`src/rtl/vend_ctrl_pkg.sv`:
```
// Purpose: shared types and helpers for the vending transaction controller.
// Latency: n/a (definitions only).
// Backpressure: n/a (definitions only).
package vend_ctrl_pkg;

    localparam int VEND_N_DEF     = 2;
    localparam int VEND_DATAW_DEF = 4;

    // Controller states; the 2-bit encoding is visible in waveforms, so keep it stable.
    typedef enum logic [1:0] {
        ST_IDLE    = 2'd0,
        ST_COLLECT = 2'd1,
        ST_CHECK   = 2'd2,
        ST_CHANGE  = 2'd3
    } state_t;

    // The machine is busy whenever it cannot take a new coin or selection.
    function automatic logic state_busy(input state_t st);
        return (st == ST_CHECK) || (st == ST_CHANGE);
    endfunction

endpackage

```
`src/rtl/vend_ctrl_if.sv`:
```
// Purpose: bundle of vending controller I/O (coin/item/cancel strobes, price-mux link, change handshake, status).
// Latency: n/a (wires only).
// Backpressure: change is held until change_ack; strobes carry no backpressure.
interface vend_ctrl_if #(
    parameter int N     = 2,
    parameter int DATAW = 4
);
    logic             coin_valid;
    logic [DATAW-1:0] coin_val;
    logic             item_valid;
    logic [N-1:0]     item_sel;
    logic             cancel;
    logic [DATAW-1:0] price;
    logic             change_ack;
    logic [N-1:0]     mux_sel;
    logic             dispense;
    logic             insufficient;
    logic             coin_reject;
    logic             change_valid;
    logic [DATAW-1:0] change_amt;
    logic [DATAW-1:0] credit;
    logic             busy;

    // Controller side.
    modport slave (
        input  coin_valid, coin_val, item_valid, item_sel, cancel, price, change_ack,
        output mux_sel, dispense, insufficient, coin_reject, change_valid, change_amt,
               credit, busy
    );

    // Environment side (front panel, price mux, change hopper).
    modport master (
        output coin_valid, coin_val, item_valid, item_sel, cancel, price, change_ack,
        input  mux_sel, dispense, insufficient, coin_reject, change_valid, change_amt,
               credit, busy
    );
endinterface

```
`src/rtl/vend_credit.sv`:
```
// Purpose: credit accumulator with overflow-checked add, non-wrapping subtract and clear.
// Latency: credit_q updates one cycle after the control strobe; credit_d/add_ovf are combinational.
// Backpressure: none; an overflowing add is dropped and flagged on add_ovf.
// Ports: add_en/add_val add a coin, sub_en/sub_val pay a price, clr empties credit,
//        credit_q is the held credit, credit_d the value it takes at the next edge.
module vend_credit #(
    parameter int DATAW = 4
) (
    input  logic             clk,
    input  logic             rst,
    input  logic             add_en,
    input  logic [DATAW-1:0] add_val,
    input  logic             sub_en,
    input  logic [DATAW-1:0] sub_val,
    input  logic             clr,
    output logic [DATAW-1:0] credit_q,
    output logic [DATAW-1:0] credit_d,
    output logic             add_ovf
);
    logic [DATAW:0] sum;

    always_comb begin
        // One extra bit so a carry out marks a sum above the representable maximum.
        sum      = {1'b0, credit_q} + {1'b0, add_val};
        add_ovf  = add_en & sum[DATAW];
        credit_d = credit_q;
        if (clr) begin
            credit_d = '0;
        end else if (sub_en) begin
            // Caller only subtracts when credit >= sub_val, so this never wraps.
            credit_d = credit_q - sub_val;
        end else if (add_en && !sum[DATAW]) begin
            credit_d = sum[DATAW-1:0];
        end
    end

    always_ff @(posedge clk or posedge rst) begin
        if (rst) begin
            credit_q <= '0;
        end else begin
            credit_q <= credit_d;
        end
    end
endmodule

```
`src/rtl/vend_ctrl.sv`:
```
// Purpose: vending transaction FSM: collects coins, checks the looked-up price, dispenses and returns change.
// Latency: item_valid -> one CHECK cycle -> dispense/insufficient the cycle after; all outputs registered.
// Backpressure: change is held on change_valid until change_ack; coins arriving while busy are rejected.
// Ports: clk, rst (async active-high); bus carries coin/item/cancel strobes, the price-mux
//        select/price pair, the change valid/ack handshake and credit/busy status.
module vend_ctrl
    import vend_ctrl_pkg::*;
#(
    parameter int N     = VEND_N_DEF,
    parameter int DATAW = VEND_DATAW_DEF
) (
    input  logic       clk,
    input  logic       rst,
    vend_ctrl_if.slave bus
);
    state_t           state_q, state_d;
    logic [N-1:0]     mux_sel_q, mux_sel_d;
    logic             dispense_q, dispense_d;
    logic             insufficient_q, insufficient_d;
    logic             coin_reject_q, coin_reject_d;
    logic             change_valid_q, change_valid_d;
    logic [DATAW-1:0] change_amt_q, change_amt_d;
    logic             busy_q, busy_d;

    logic             add_en;
    logic             sub_en;
    logic             clr;
    logic             add_ovf;
    logic             price_ok;
    logic [DATAW-1:0] credit_q;
    logic [DATAW-1:0] credit_d;

    // Datapath controls depend only on current state and inputs, never on credit_d,
    // which keeps the next-state logic free of combinational loops.
    assign price_ok = (credit_q >= bus.price);
    assign add_en   = bus.coin_valid && ((state_q == ST_IDLE) || (state_q == ST_COLLECT));
    assign sub_en   = (state_q == ST_CHECK) && price_ok;
    assign clr      = (state_q == ST_CHANGE) && bus.change_ack;

    vend_credit #(.DATAW(DATAW)) u_credit (
        .clk      (clk),
        .rst      (rst),
        .add_en   (add_en),
        .add_val  (bus.coin_val),
        .sub_en   (sub_en),
        .sub_val  (bus.price),
        .clr      (clr),
        .credit_q (credit_q),
        .credit_d (credit_d),
        .add_ovf  (add_ovf)
    );

    // State and output registers.
    always_ff @(posedge clk or posedge rst) begin
        if (rst) begin
            state_q        <= ST_IDLE;
            mux_sel_q      <= '0;
            dispense_q     <= 1'b0;
            insufficient_q <= 1'b0;
            coin_reject_q  <= 1'b0;
            change_valid_q <= 1'b0;
            change_amt_q   <= '0;
            busy_q         <= 1'b0;
        end else begin
            state_q        <= state_d;
            mux_sel_q      <= mux_sel_d;
            dispense_q     <= dispense_d;
            insufficient_q <= insufficient_d;
            coin_reject_q  <= coin_reject_d;
            change_valid_q <= change_valid_d;
            change_amt_q   <= change_amt_d;
            busy_q         <= busy_d;
        end
    end

    // Next-state logic.
    always_comb begin
        state_d   = state_q;
        mux_sel_d = mux_sel_q;
        case (state_q)
            ST_IDLE: begin
                if (bus.coin_valid) begin
                    state_d = ST_COLLECT;
                end
            end
            ST_COLLECT: begin
                // credit_d already includes a same-cycle coin, so cancel refunds it too.
                if (bus.cancel) begin
                    state_d = (credit_d != '0) ? ST_CHANGE : ST_IDLE;
                end else if (bus.item_valid) begin
                    mux_sel_d = bus.item_sel;
                    state_d   = ST_CHECK;
                end
            end
            ST_CHECK: begin
                if (price_ok) begin
                    state_d = (credit_d != '0) ? ST_CHANGE : ST_IDLE;
                end else begin
                    state_d = ST_COLLECT;
                end
            end
            ST_CHANGE: begin
                if (bus.change_ack) begin
                    state_d = ST_IDLE;
                end
            end
            default: state_d = ST_IDLE;
        endcase
    end

    // Output logic, registered one cycle later alongside the state.
    always_comb begin
        dispense_d     = (state_q == ST_CHECK) && price_ok;
        insufficient_d = (state_q == ST_CHECK) && !price_ok;
        coin_reject_d  = add_ovf || (bus.coin_valid && state_busy(state_q));
        change_valid_d = (state_d == ST_CHANGE);
        change_amt_d   = (state_d == ST_CHANGE) ? credit_d : '0;
        busy_d         = state_busy(state_d);
    end

    assign bus.mux_sel      = mux_sel_q;
    assign bus.dispense     = dispense_q;
    assign bus.insufficient = insufficient_q;
    assign bus.coin_reject  = coin_reject_q;
    assign bus.change_valid = change_valid_q;
    assign bus.change_amt   = change_amt_q;
    assign bus.credit       = credit_q;
    assign bus.busy         = busy_q;
endmodule

```
`src/flat_wrapper.sv`:
```
// flat-port wrapper written by rule: the top's interface ports become plain ports
module vend_ctrl_flat import vend_ctrl_pkg::*;
#(
    parameter int N     = VEND_N_DEF,
    parameter int DATAW = VEND_DATAW_DEF
)
  (clk, rst, bus_coin_valid, bus_coin_val, bus_item_valid, bus_item_sel, bus_cancel, bus_price, bus_change_ack, bus_mux_sel, bus_dispense, bus_insufficient, bus_coin_reject, bus_change_valid, bus_change_amt, bus_credit, bus_busy);
  vend_ctrl_if #(.N(N), .DATAW(DATAW)) bus_i ();
  input  logic clk;
  input  logic rst;
  input wire logic [$bits(bus_i.coin_valid)-1:0] bus_coin_valid;
  input wire logic [$bits(bus_i.coin_val)-1:0] bus_coin_val;
  input wire logic [$bits(bus_i.item_valid)-1:0] bus_item_valid;
  input wire logic [$bits(bus_i.item_sel)-1:0] bus_item_sel;
  input wire logic [$bits(bus_i.cancel)-1:0] bus_cancel;
  input wire logic [$bits(bus_i.price)-1:0] bus_price;
  input wire logic [$bits(bus_i.change_ack)-1:0] bus_change_ack;
  output wire logic [$bits(bus_i.mux_sel)-1:0] bus_mux_sel;
  output wire logic [$bits(bus_i.dispense)-1:0] bus_dispense;
  output wire logic [$bits(bus_i.insufficient)-1:0] bus_insufficient;
  output wire logic [$bits(bus_i.coin_reject)-1:0] bus_coin_reject;
  output wire logic [$bits(bus_i.change_valid)-1:0] bus_change_valid;
  output wire logic [$bits(bus_i.change_amt)-1:0] bus_change_amt;
  output wire logic [$bits(bus_i.credit)-1:0] bus_credit;
  output wire logic [$bits(bus_i.busy)-1:0] bus_busy;
  assign bus_i.coin_valid = bus_coin_valid;
  assign bus_i.coin_val = bus_coin_val;
  assign bus_i.item_valid = bus_item_valid;
  assign bus_i.item_sel = bus_item_sel;
  assign bus_i.cancel = bus_cancel;
  assign bus_i.price = bus_price;
  assign bus_i.change_ack = bus_change_ack;
  assign bus_mux_sel = bus_i.mux_sel;
  assign bus_dispense = bus_i.dispense;
  assign bus_insufficient = bus_i.insufficient;
  assign bus_coin_reject = bus_i.coin_reject;
  assign bus_change_valid = bus_i.change_valid;
  assign bus_change_amt = bus_i.change_amt;
  assign bus_credit = bus_i.credit;
  assign bus_busy = bus_i.busy;
  vend_ctrl #(.N(N), .DATAW(DATAW)) u_core (.clk(clk), .rst(rst), .bus(bus_i));
endmodule
```
`config.mk`:
```
export PLATFORM = sky130hd
export DESIGN_NAME = vend_ctrl_flat
export DESIGN_NICKNAME = d
export VERILOG_FILES = /design/src/rtl/vend_ctrl_pkg.sv /design/src/rtl/vend_ctrl_if.sv /design/src/rtl/vend_credit.sv /design/src/rtl/vend_ctrl.sv /design/src/flat_wrapper.sv
export SDC_FILE = /design/constraint.sdc
export NUM_CORES = 1
export LEC_CHECK = 0
export ABC_CLOCK_PERIOD_IN_PS = 6120
export BUFFER_PORTS_ARGS = -buffer_cell sky130_fd_sc_hd__buf_2
export CORE_MARGIN = 3
export CORE_UTILIZATION = 44
export CTS_BUF_LIST = sky130_fd_sc_hd__clkbuf_16
export DETAILED_ROUTE_END_ITERATION = 10
export PLACE_DENSITY = 0.68
export SKIP_LAST_GASP = 1
export SYNTH_ARGS = -nofsm -noshare
export SYNTH_HDL_FRONTEND = slang
export SYNTH_SLANG_ARGS = --single-unit
```
`constraint.sdc`:
```
create_clock -name clk -period 6.12 [get_ports clk]
set_input_delay 0.612 -clock clk [delete_from_list [all_inputs] [get_ports clk]]
set_output_delay 0.612 -clock clk [all_outputs]
set_load 0.01 [all_outputs]
```
==> metrics, run 1 <==
initial antenna violation count=0; Final WS setup=between 3 and 4 ns; GRT overflow=0; CTS Hold Buffers Added=0; achievable frequency=around 0.37 GHz; EDFF count, synth=0; Final Skew=0.00107 ns; CTS sink count=17; clk_lat worst skew=approximately 0.25 ns; Compound-Gate Fraction of Synth Area=around a fifth; Peak VDD IR=roughly 0.33 mV; Fin Setup TNS=0 ns; hpwl dp=2.08 mm; Crit Path Class=reg2reg; Period minus WS final=about 2.7 ns; routed vias/inst=around 5.4; leading cell type in the layout, fill and taps excluded=buf_2; RSZ-0062 raised after global routing=no; CTS tree=yes; FF+latch count, synth=17; syn_area_per_cell=a little under 10 µm²; largest net degree at the start of global routing=18; Mapped Area=between 1000 and 1500 µm²; final hold slack=about 0.45 ns; final core occ=roughly 57%; vias in the first global route=between 900 and 1000; layout cells sized above 1=a little under a third; die area=between 3000 and 4000 µm²; Final Hold Fails=0; fill count=233; main combinational cell family by area after synthesis=simple AND/OR/NAND/NOR gates; post-synthesis mux area share=5.25%; reg2reg path depth=10; core area=between 2000 and 3000 µm²; Post-CTS Setup Inserts=0; Max transition margin=about 57%; final WL=around 2.6 mm; Synth Area in Adders=11.8%; CTS root buffer=clkbuf_16; Sequential Area=about 430 µm²; first-pass GRT wire length=between 4 and 5 mm; I/O Buffers=30; final setup vio count=0; I/O Pins=31; Period Utilization, post-route=approximately 44%; final max-slew violation count=0; most frequent cells in the layout=buf_2 (30), dfrtp_1 (17), nor2_1 (13); DRT Pass-1 Iters=4; CP arrival=2.81 ns; CTS buffer count=3; async set-reset flop share out of synthesis=100%; Vias=about 1000; row count=18; Post-Syn Nets=roughly 150; Iter 0 DRT Violations=32; area growth from synthesis to layout=20.0%; Gate Count Post-Synth=120; Worst Path Max Fanout=5; H-tree levels=1; register area share after synthesis=between 30% and 40%; WL/cell=14.2 µm; Resize count post-CTS=0; gr usage total=roughly 17%; Nets=roughly 180; Max Root-Sink Buffers=2; Synth Area in XOR/XNOR=less than 1%; Die Y-Extent=around 58 µm; area of the multi-input gates=approximately 700 µm²; Starting Density=47.3%; pre-CTS setup slack=between 3 and 4 ns; outcome=complete, no violations; crit end category=flop; Die Wd=58.1 µm; Worst EP required=6.26 ns; ant diodes=0; DRT antenna net count=0; P_leak=0.000760 µW; power after layout=between 700 and 800 µW; routability cong.=around 0.85; Power Dens Cells=530 nW/µm²; CP startpoint kind=flop; DRC Markers=0; Synth Area in Simple Gates=roughly 22%; synth warn=0; Primary FF master, synth=dfrtp_1; Max-Cap Viols=0; Netlist cell types=between 40 and 50; slew of the pin with the lowest slew margin=0.646 ns; Clock transition at path regs=roughly 0.050 ns; HP Class=in2async
[per-stage QoR]
step           instances  cell area, µm²
6_report             182            1430
4_1_cts              182            1430
2_1_floorplan        120            1190
3_3_place_gp         178            1350
5_1_grt              182            1430
3_5_place_dp         178            1350
[final timing paths]
check	startpoint	endpoint	slack (ns)
max in group asynchronous	rst	u_core.bus.mux_sel[0]	5.26
max reg2reg	u_core.u_credit.credit_q[0]	u_core.bus.change_amt[0]	3.45
min in group clk	u_core.bus.mux_sel[0]	u_core.bus.mux_sel[0]	0.51
min reg2reg	u_core.bus.mux_sel[0]	u_core.bus.mux_sel[0]	0.51
min	rst	u_core.bus.change_amt[3]	0.45
max	u_core.u_credit.credit_q[0]	u_core.bus.change_amt[0]	3.45
[critical path, stage by stage (launching register included)]
cell and delay (ns):
dfrtp_1 0.41, inv_1 0.09, ha_1 0.16, inv_1 0.05, fa_1 0.40, xnor2_1 0.26, or4b_4 0.52, a21oi_2 0.17
a2bb2oi_2 0.19, nand3_2 0.12, and3_1 0.20
[state kept, by name (all words and copies together) (netlist names)]
name,count
u_core.bus.change_amt,4
u_core.u_credit.credit_q,4
u_core.bus.mux_sel,2
u_core.state_q,2
u_core.bus.busy,1
u_core.bus.change_valid,1
u_core.bus.coin_reject,1
u_core.bus.dispense,1
u_core.bus.insufficient,1
[routing by layer]
metal  wire length [µm]  track usage [%]
met1               1180             20.9
met2               1240             26.9
met3                108             2.00
met4                 65             9.93
met5                  0                0
[cells in the mapped netlist (2+ instances only)]
cell type   n  share of area (%)
a211oi_1    2                1.3
a21o_1      4                2.5
a21oi_1     6                2.5
a21oi_2     2                1.5
and2_1      3                1.6
and2b_2     2                1.5
clkbuf_8    2                2.3
dfrtp_1    17                 36
fa_1        2                3.4
ha_1        8                8.4
inv_1       8                2.5
mux2_2      2                1.9
mux2i_1     4                3.4
nand2_1     7                2.2
nand3_1     3                1.3
nor2_1     13                4.1
nor3b_1     5                3.1
o21ai_0     5                2.1
o31ai_1     3                1.9
[where the power goes]
part / switching [µW] / internal [µW]
registers: 47.5 / 161
logic: 224 / 198
clock network: 42.2 / 86.7
[cell families (layout without fill, tap and decap cells)]
logic type,after synthesis,count (layout)
AO/OA/AOI/OAI,30,30
XOR/XNOR,1,1
adder cells (fa/ha/maj),10,10
buffers and inverters,11,43
flip-flops,17,17
multiplexers,6,6
AND/OR/NAND/NOR,45,45
[area by class of cell]
cell class	instances	area share (%)
Multi-Input combinational cell	92	49.0
Sequential cell	17	29.7
Timing Repair Buffer	31	11.0
Clock buffer	3	5.24
Tap cell	30	2.62
Inverter	8	2.10
Clock inverter	1	0.262
(Power assumes the default switching activity.)
==> inputs of run 2 (changes only) <==
--- a/config.mk
+++ b/config.mk
@@ -5,13 +5,13 @@
 export SDC_FILE = /design/constraint.sdc
 export NUM_CORES = 1
 export LEC_CHECK = 0
-export ABC_CLOCK_PERIOD_IN_PS = 6120
+export ABC_CLOCK_PERIOD_IN_PS = 2200
 export BUFFER_PORTS_ARGS = -buffer_cell sky130_fd_sc_hd__buf_2
 export CORE_MARGIN = 3
 export CORE_UTILIZATION = 44
 export CTS_BUF_LIST = sky130_fd_sc_hd__clkbuf_16
 export DETAILED_ROUTE_END_ITERATION = 10
-export PLACE_DENSITY = 0.68
+export PLACE_DENSITY = 0.71
 export SKIP_LAST_GASP = 1
 export SYNTH_ARGS = -nofsm -noshare
 export SYNTH_HDL_FRONTEND = slang
==> constraint.sdc (replaced) <==
create_clock -name clk -period 2.2 [get_ports clk]
set_input_delay 0.22 -clock clk [delete_from_list [all_inputs] [get_ports clk]]
set_output_delay 0.22 -clock clk [all_outputs]
set_load 0.01 [all_outputs]
==> run 2 against run 1 <==
  * The run now ends with setup timing left
  * Clock skew is 0.0012 ns higher
  * Worst hold slack got worse by 0.38 ns
  * Core utilization up 12 points
  * First-iteration DRC count shrank 34%
  * Sequential power rose to 2.6 times the previous value
  * Via count grew 14%
  * Global-route usage increased by 3.4 points
  * Clock-buffer cell count is the same
  * Clock power grew to 2.9 times the previous value
  * Non-clock buffer count is 25 higher
  * Wire length rose by 19%
  * Largest power group unchanged
  * Highest routed layer unchanged
==> metrics, run 2 (synthesis gave the netlist of run 1 again) <==
hpwl dp=2.31 mm; Final Skew=~0.0023 ns; routability cong.=approximately 0.8; Starting Density=between 40% and 50%; failing checks=setup timing; Vias=1129; crit end category=flop; FF-to-FF Start=u_core.u_credit.credit_q[0]; gr usage total=roughly a fifth; Max Root-Sink Buffers=2; worst path cell trace=inv_2 > ha_4 > inv_2 > fa_2 > xnor2_2 > or4b_4 > a21oi_4 > a2bb2oi_2 > nand3_2 > nor3b_2; final max-slew violation count=0; first-pass GRT wire length=just over 5 mm; Max transition margin=54.7%; Crit Path Class=reg2reg; I/O Buffers=30; Clock transition at path regs=around 0.05 ns; Iter 0 DRT Violations=21; start point of the critical path=u_core.u_credit.credit_q[0]; Worst EP required=2.34 ns; layout cells sized above 1=around half; P_leak=0.000893 µW; clk_lat worst skew=0.25 ns; reg2reg end=u_core.bus.change_amt[1]; CTS buffer count=3; routed vias/inst=approximately 5.5; CTS sink count=17; RSZ-0062 raised after global routing=yes; Period Utilization, post-route=110%; most frequent cell on the critical path=inv_2; Max-Cap Viols=0; Power Dens Cells=between 1500 and 2000 nW/µm²; leading cell type in the layout, fill and taps excluded=buf_2; Nets=between 200 and 250; I/O Pins=31; vias in the first global route=about 1100; CP startpoint kind=flop; die area=3370 µm²; achievable frequency=0.412 GHz; WL/cell=14.9 µm; slew of the pin with the lowest slew margin=0.679 ns; reg2reg path depth=10; Die Y-Extent=58.1 µm; pre-CTS setup slack=-0.288 ns; CTS tree=yes; final WL=around 3.1 mm; crit-path max cell delay=around 0.5 ns; CP Capture Point=u_core.bus.change_amt[1]; row count=18; DRT antenna net count=0; H-tree levels=1; Slowest-stage cell, CP=or4b_4; final setup vio count=11; Worst Path Max Fanout=5; Final Hold Fails=0; GRT overflow=0; R2R Setup Slk=-0.22 ns; outcome=finished with violations; Final WS setup=-0.224 ns; ant diodes=0; most frequent cells in the layout=buf_2 (30), buf_4 (25), dfrtp_1 (17); HP Class=in2async; largest net degree at the start of global routing=18; Peak VDD IR=between 1 and 1.5 mV; Crit path buffers/inverters=2; CP arrival=about 2.6 ns; CTS root buffer=clkbuf_16; initial antenna violation count=0; Critical Path Stages=10; Period minus WS final=around 2.4 ns; Die Wd=58.1 µm; DRC Markers=0; DRT Pass-1 Iters=4; CP delay by family, top=simple AND/OR/NAND/NOR gates; Fin Setup TNS=-1.60 ns; core area=between 2000 and 3000 µm²; area growth from synthesis to layout=46.3%; CTS Hold Buffers Added=0
run 2: through the flow:
stage | hold WS [ns] | power (µW) | std cells | util (%) | area, µm²
floorplan | 0.146 | 1520 | 120 | - | 1220
global placement | 0.321 | 1990 | 197 | 60.5 | 1530
detailed placement | 0.356 | 2050 | 197 | 60.5 | 1530
CTS | 0.0929 | 2630 | 205 | 68.1 | 1720
global route | 0.135 | 2870 | 207 | 69.1 | 1740
finish | 0.0612 | 2670 | 207 | 69.1 | 1740
run 2: power breakdown:
group	internal (µW)	switching (µW)	leakage, µW
clock network	244	131	0.0000409
logic	897	853	0.000637
registers	448	98.0	0.000215
run 2: timing repair:
| item | CTS | global route |
|---|---|---|
| pin swaps | 12 | 5 |
| gates resized for setup | 19 | 2 |
| setup buffers | 4 | 2 |
| setup endpoints to repair | 12 | 13 |
run 2: cell type report:
class	instances	area (µm²)
fill	197	778
tap	30	37.5
clock inverter	1	5.00
timing repair buffer	56	349
inverter	8	30.0
sequential	17	425
clock buffer	3	75.1
multi-input combinational	92	822
run 2: per-layer routing:
metal	vias up	wire length (µm)	share of wire [%]	global-route usage [%]
met2	32	1590	51	36.0
met4	0	74	2.4	8.28
li1	547	-	-	-
met1	543	1280	41	23.4
met5	-	0	0	0
met3	7	145	4.7	2.90
run 2: worst min-delay path by stage:
stage / slack (ns) / cells after the start / endpoint
2_1_floorplan: 0.15 / 1 / u_core.bus.busy
3_3_place_gp: 0.32 / 2 / u_core.bus.mux_sel[0]
3_5_place_dp: 0.36 / 2 / u_core.bus.mux_sel[1]
4_1_cts: 0.09 / 2 / u_core.bus.mux_sel[1]
5_1_grt: 0.13 / 2 / u_core.bus.busy
6_report: 0.06 / 2 / u_core.bus.busy
